$ cat src/rtl/symbol_demapper.sv
// Hard-decision BPSK / Gray-QPSK symbol demapper.
// Takes {I,Q} Q1.15 symbols, slices on the sign bits and packs the decided
// bits LSB-first into bytes.  A frame-final symbol flushes a partial byte
// (high bits zero).  Sticky status bits and a byte counter sit alongside.
`timescale 1ns/1ps

module symbol_demapper (
   input  logic        clk_bb,
   input  logic        rst_n,
   input  logic        in_valid,
   output logic        in_ready,
   input  logic [31:0] in_data,
   input  logic        in_last,
   output logic        out_valid,
   input  logic        out_ready,
   output logic [7:0]  out_data,
   output logic        out_last,
   input  logic        cfg_enable,
   input  logic        cfg_qpsk,
   input  logic        cfg_sw_reset,
   input  logic        stat_clr,
   output logic        stat_running,
   output logic        stat_overflow,
   output logic        stat_partial,
   output logic [15:0] stat_bytes
);

   // ------------------------------------------------------------------
   // State
   // ------------------------------------------------------------------
   logic [3:0]  cnt_reg, cnt_next;          // decided bits held, 0..8
   logic [7:0]  acc_reg, acc_next;          // partially packed byte
   logic        mode_reg, mode_next;        // mode latched for current byte
   logic        out_valid_reg, out_valid_next;
   logic [7:0]  out_data_reg, out_data_next;
   logic        out_last_reg, out_last_next;

   logic        running_reg, running_next;
   logic        overflow_reg, overflow_next;
   logic        partial_reg, partial_next;
   logic [15:0] bytes_reg, bytes_next;

   // ------------------------------------------------------------------
   // Decision and packing
   // ------------------------------------------------------------------
   logic        in_xfer;
   logic        out_xfer;
   logic        eff_qpsk;
   logic        bit_first;
   logic        bit_second;
   logic [3:0]  cnt_plus1;
   logic [3:0]  cnt_sum;
   logic [7:0]  acc_merged;
   logic        byte_done;
   logic        partial_evt;
   logic        overflow_evt;

   // Input side stalls while a finished byte is still waiting; reset also
   // holds it low so nothing is taken before the first clean edge.
   assign in_ready = rst_n & cfg_enable & (~out_valid_reg | out_ready);
   assign in_xfer  = in_valid & in_ready;
   assign out_xfer = out_valid_reg & out_ready;

   // The mode is only sampled at the start of a byte, so a mid-byte change
   // of cfg_qpsk cannot split a QPSK pair across a byte boundary.
   assign eff_qpsk   = (cnt_reg == 4'd0) ? cfg_qpsk : mode_reg;

   // QPSK sends Q sign first, then I sign; BPSK only uses the I sign.
   assign bit_first  = eff_qpsk ? in_data[15] : in_data[31];
   assign bit_second = in_data[31];

   assign cnt_plus1  = cnt_reg + 4'd1;
   assign cnt_sum    = cnt_reg + (eff_qpsk ? 4'd2 : 4'd1);

   // Drop each decided bit into its slot; bits above the fill point stay
   // zero because the accumulator is cleared after every byte.
   genvar gi;
   generate
      for (gi = 0; gi < 8; gi++) begin : g_pack
         assign acc_merged[gi] = acc_reg[gi]
                               | (bit_first & (cnt_reg == 4'(gi)))
                               | (eff_qpsk & bit_second & (cnt_plus1 == 4'(gi)));
      end
   endgenerate

   assign byte_done    = in_xfer & ((cnt_sum >= 4'd8) | in_last);
   assign partial_evt  = in_xfer & ~cfg_sw_reset & in_last & (cnt_sum < 4'd8);
   assign overflow_evt = in_valid & ~in_ready;

   // Next-state for the accumulator and the output holding register.
   always_comb begin
      cnt_next       = cnt_reg;
      acc_next       = acc_reg;
      mode_next      = mode_reg;
      out_valid_next = out_valid_reg;
      out_data_next  = out_data_reg;
      out_last_next  = out_last_reg;
      if (cfg_sw_reset) begin
         // Soft reset outranks any handshake on this edge.
         cnt_next       = 4'd0;
         acc_next       = 8'h00;
         mode_next      = 1'b0;
         out_valid_next = 1'b0;
      end else begin
         if (out_xfer) begin
            out_valid_next = 1'b0;
         end
         if (in_xfer) begin
            mode_next = eff_qpsk;
            if (byte_done) begin
               // Reload straight away even if the old byte leaves now.
               cnt_next       = 4'd0;
               acc_next       = 8'h00;
               out_data_next  = acc_merged;
               out_last_next  = in_last;
               out_valid_next = 1'b1;
            end else begin
               cnt_next = cnt_sum;
               acc_next = acc_merged;
            end
         end
      end
   end

   // Next-state for the sticky status bits; a set/count beats stat_clr.
   always_comb begin
      running_next  = running_reg;
      overflow_next = overflow_reg;
      partial_next  = partial_reg;
      bytes_next    = bytes_reg;
      if (stat_clr) begin
         running_next  = 1'b0;
         overflow_next = 1'b0;
         partial_next  = 1'b0;
      end
      if (out_xfer) begin
         running_next = 1'b1;
         bytes_next   = bytes_reg + 16'd1;
      end else if (stat_clr) begin
         bytes_next   = 16'h0000;
      end
      if (overflow_evt) begin
         overflow_next = 1'b1;
      end
      if (partial_evt) begin
         partial_next = 1'b1;
      end
   end

   // Datapath registers.
   always_ff @(posedge clk_bb or negedge rst_n) begin
      if (!rst_n) begin
         cnt_reg       <= 4'd0;
         acc_reg       <= 8'h00;
         mode_reg      <= 1'b0;
         out_valid_reg <= 1'b0;
         out_data_reg  <= 8'h00;
         out_last_reg  <= 1'b0;
      end else begin
         cnt_reg       <= cnt_next;
         acc_reg       <= acc_next;
         mode_reg      <= mode_next;
         out_valid_reg <= out_valid_next;
         out_data_reg  <= out_data_next;
         out_last_reg  <= out_last_next;
      end
   end

   // Status registers; untouched by the soft reset.
   always_ff @(posedge clk_bb or negedge rst_n) begin
      if (!rst_n) begin
         running_reg  <= 1'b0;
         overflow_reg <= 1'b0;
         partial_reg  <= 1'b0;
         bytes_reg    <= 16'h0000;
      end else begin
         running_reg  <= running_next;
         overflow_reg <= overflow_next;
         partial_reg  <= partial_next;
         bytes_reg    <= bytes_next;
      end
   end

   assign out_valid     = out_valid_reg;
   assign out_data      = out_data_reg;
   assign out_last      = out_last_reg;
   assign stat_running  = running_reg;
   assign stat_overflow = overflow_reg;
   assign stat_partial  = partial_reg;
   assign stat_bytes    = bytes_reg;

endmodule

$ cat config.mk
export PLATFORM = sky130hd
export DESIGN_NAME = symbol_demapper
export DESIGN_NICKNAME = d
export VERILOG_FILES = /design/src/rtl/symbol_demapper.sv
export SDC_FILE = /design/constraint.sdc
export NUM_CORES = 1
export LEC_CHECK = 0
export CORE_ASPECT_RATIO = 2
export CORE_MARGIN = 2
export CORE_UTILIZATION = 50
export DETAILED_ROUTE_END_ITERATION = 10
export GPL_ROUTABILITY_DRIVEN = 0
export PLACE_DENSITY = 0.88
export SYNTH_ARGS = -nofsm -noshare
export SYNTH_HDL_FRONTEND = slang
export SYNTH_SLANG_ARGS = --single-unit
$ cat constraint.sdc
create_clock -name clk_bb -period 5 [get_ports clk_bb]
set_input_delay 1 -clock clk_bb [delete_from_list [all_inputs] [get_ports clk_bb]]
set_output_delay 1 -clock clk_bb [all_outputs]
set_load 0.01 [all_outputs]
==> results.md <==
- Final period utilization: about two thirds
- Synth warn: 0
- Critical path arrival: 2.32 ns
- Chip height: approximately 100 um
- Startpoint class of the critical path: primary input
- Layout cells sized above 1: about 7.3%
- Cell family with most CP delay: buffers and inverters
- Syn avg cell area: around 9.8 um2
- Final setup vio count: 0
- CP dominant cell by count: clkdlybuf4s50_1
- Fmax: 301 MHz
- FILL cells: 363
- Largest net degree at the start of global routing: 44
- Worst-skew pair later-pin latency: roughly 0.30 ns
- Cell taking the most area after synthesis: dfrtp_1
- Simple-gate share of the synthesized area: about a fifth
- Commonest cells post-synth: 42 x dfrtp_1, 22 x nand2_1, 20 x o21ai_0, 14 x inv_1
- Synth Cell Area: about 0.0023 mm2
- Synth Flop Type: dfrtp_1
- Hold Vio Cnt, Final: 0
- CTS tree: done
- Synth unique cells: 54
- Post-synthesis mux area share: under 10%
- Post-synthesis sequential area ratio: between 40% and 50%
- Row cnt: 35
- Worst Path Required: approximately 4 ns
- Routed WL per cell: 16.1 um
- Worst-path clk slew: 0.08 ns
- Setup crit end: in_ready
- Slowest CP cell: clkdlybuf4s50_1
- Final ANT Viol Nets: 0
- Net Count, Synth: around 280
- Drt total wl: between 5000 and 6000 um
- Peak supply drop: between 0.2 and 0.25 mV
- Total Routing Usage GR: about 22%
- Area share of the largest cell type after synthesis: about 45%
- Critical path endpoint category: output pin
- CTS sink cnt: 42
- Reg2reg end: out_data[0]$_DFFE_PN0P_
- Metal3 WL: 342 um
- # DRC: 0
- Vias post-DR: 2,063
- Area contributors post-synth: dfrtp_1 45%, o21ai_0 4.3%, nand2_1 3.6%
- Mapped Cells: 237
- Status: completed
- Vias in the first global route: roughly 2,000
- Detailed placement HPWL: 3650 um
- Post-CTS sizing: 0
- Synth async-reset ratio: 100%
- Hold Path Class: reg -> reg
- Multi-input gate area: 0.00114 mm2
- H-tree levels: 2
- Fin nets: 318
- Max reg flops: 16
- Clock skew: 0.00774 ns
- Core ar.: 0.00451 mm2
- # Post-CTS Setup Buffers: 0
- Worst slew pin tran: approximately 1.2 ns
- Compound-Gate Fraction of Synth Area: slightly above 20%
- Grt ovf: 0
- Crit path time final: 3.32 ns
- CP peak stage delay: a little under 0.5 ns
- Post-Synth Adder-Cell Area: around 2.5%
- RSZ-0062 raised after global routing: false
- Max Cap Viol: 0
- Initial core utilization: 51.3%
- R2r setup slk: 1.83 ns
- Critical path origin: out_ready
- Register area: roughly 0.0011 mm2
- Top sig layer: met4
- Global-route wire length before repair: approximately 9000 um
- Post-Synth XOR/XNOR Area: 0.379%
- Diode count: 0
- Power Density: 259 mW/mm2
- Number of synthesized flops with an enable pin: 0
- Cts hold-fix bufs: 0
- Die ar.: 0.00522 mm2
- Die width: 52.1 um
- Max-slew violation count: 0
- Clock tree buffer depth: 2
- Crit path depth: 4
- Met2 WL: 2670 um
- Layout area overhead: 22.3%
- Pre-CTS setup slack: approximately 1.4 ns
- Largest family of logic cells by synthesized area: compound AO/OA/AOI/OAI gates
- Worst path bufs/invs: 2
- Drt first pass iters: 4
- Antenna violations before repair: 0
- Setup ws final: approximately 1.7 ns
- Count leader, synth: dfrtp_1
- Pleak: about 1.2 nW
- Metal-1 WL: between 2000 and 2500 um
- Number of CTS-inserted buffers: 5
- Relative slew margins: 20.8%
- Synth Register Bits: 42
- CP max FO: 5
- Worst path cell trace: clkdlybuf4s50_1 -> nor2b_1 -> nor2_1 -> clkdlybuf4s50_1
- PortBufs: 40
- # IOs: 71
- Iter 0 DRT Violations: 61
- Critical path class: in -> out
- DR vias/cell: approximately 6.3
- R2r worst-path depth: 9
- Setup tns final: 0 ns
- Clk Tree Root Cell: clkbuf_8
- Worst r2r src: cnt_reg[3]$_DFFE_PN0P_
-- layout by cell type, fill, tap and decap left out, drive strengths merged, types with 2 or more instances in the layout --
cell type / instances
o21ai: 21
a41oi: 4
a22o: 5
a21oi: 10
mux2i: 8
nor2b: 5
a31oi: 9
and2: 4
nor3: 5
o22a: 2
o21bai: 2
nand3b: 2
or4: 2
and4: 3
nor2: 6
buf: 2
or3: 3
and3: 4
mux2: 4
o31a: 2
nand4: 10
clkinv: 2
inv: 15
o211ai: 3
and3b: 3
nand2: 22
dfrtp: 42
nand3: 6
clkdlybuf4s50: 39
clkbuf: 5
ha: 3
nand2b: 3
-- logic make-up (layout without fill, tap and decap cells) --
group                      Yosys count  after routing
AOI/OAI and AO/OA                   69             69
xor gates and xnor gates             1              1
adders and majority gates            4              4
buffers and inverters               27             64
DFF                                 42             42
muxes                               12             12
and+or+nand+nor                     82             82
-- worst register-to-register path, stage by stage (launching register included) --
cell	delay [ns]
dfrtp_1	0.50
or2_2	0.36
nor3_1	0.18
mux2i_1	0.35
inv_1	0.13
ha_1	0.29
a21oi_1	0.08
or3_4	0.39
a31oi_4	0.46
mux2_4	0.34
-- where the power goes --
part           internal, mW  switching, mW  total (mW)
clock                 0.147          0.120       0.267
combinational        0.0522         0.0457      0.0980
sequential            0.355         0.0125       0.368
-- cell type report --
| cell class | instances | share of cell area [%] |
|---|---|---|
| clock buffer | 5 | 2.43 |
| multi-input combinational | 168 | 40.3 |
| clock inverter | 3 | 1.41 |
| sequential | 42 | 37.1 |
| inverter | 15 | 2.08 |
| tap | 55 | 2.43 |
| timing repair buffer | 41 | 14.2 |
-- through the flow --
stage	utilization [%]	hold slack (ns)	area, um2	total power, mW	instances
final	62.7	0.504	2830	0.732	329
after global routing	62.7	0.536	2830	0.760	329
after CTS	62.7	0.512	2830	0.738	329
after detailed placement	60.3	0.492	2720	0.473	321
after global placement	60.3	0.479	2720	0.468	321
after floorplan	-	0.460	2310	0.414	237
-- metal layers --
metal | global-route usage (%) | up-vias
li1 | - | 953
met2 | 34.3 | 91
met1 | 30.0 | 1006
met5 | 0 | -
met3 | 4.02 | 13
met4 | 11.1 | 0
-- how the worst min path moves through the flow --
| stage | start | end | depth (start not counted) |
|---|---|---|---|
| 6_report | stat_bytes[4]$_DFFE_PN0P_ | stat_bytes[4]$_DFFE_PN0P_ | 1 |
| 3_3_place_gp | stat_bytes[13]$_DFFE_PN0P_ | stat_bytes[13]$_DFFE_PN0P_ | 1 |
| 3_5_place_dp | acc_reg[2]$_DFFE_PN0P_ | acc_reg[2]$_DFFE_PN0P_ | 1 |
| 2_1_floorplan | acc_reg[2]$_DFFE_PN0P_ | acc_reg[2]$_DFFE_PN0P_ | 1 |
| 4_1_cts | stat_bytes[4]$_DFFE_PN0P_ | stat_bytes[4]$_DFFE_PN0P_ | 1 |
| 5_1_grt | out_data[6]$_DFFE_PN0P_ | out_data[6]$_DFFE_PN0P_ | 1 |
No activity file was read; power rests on OpenSTA's default activity.
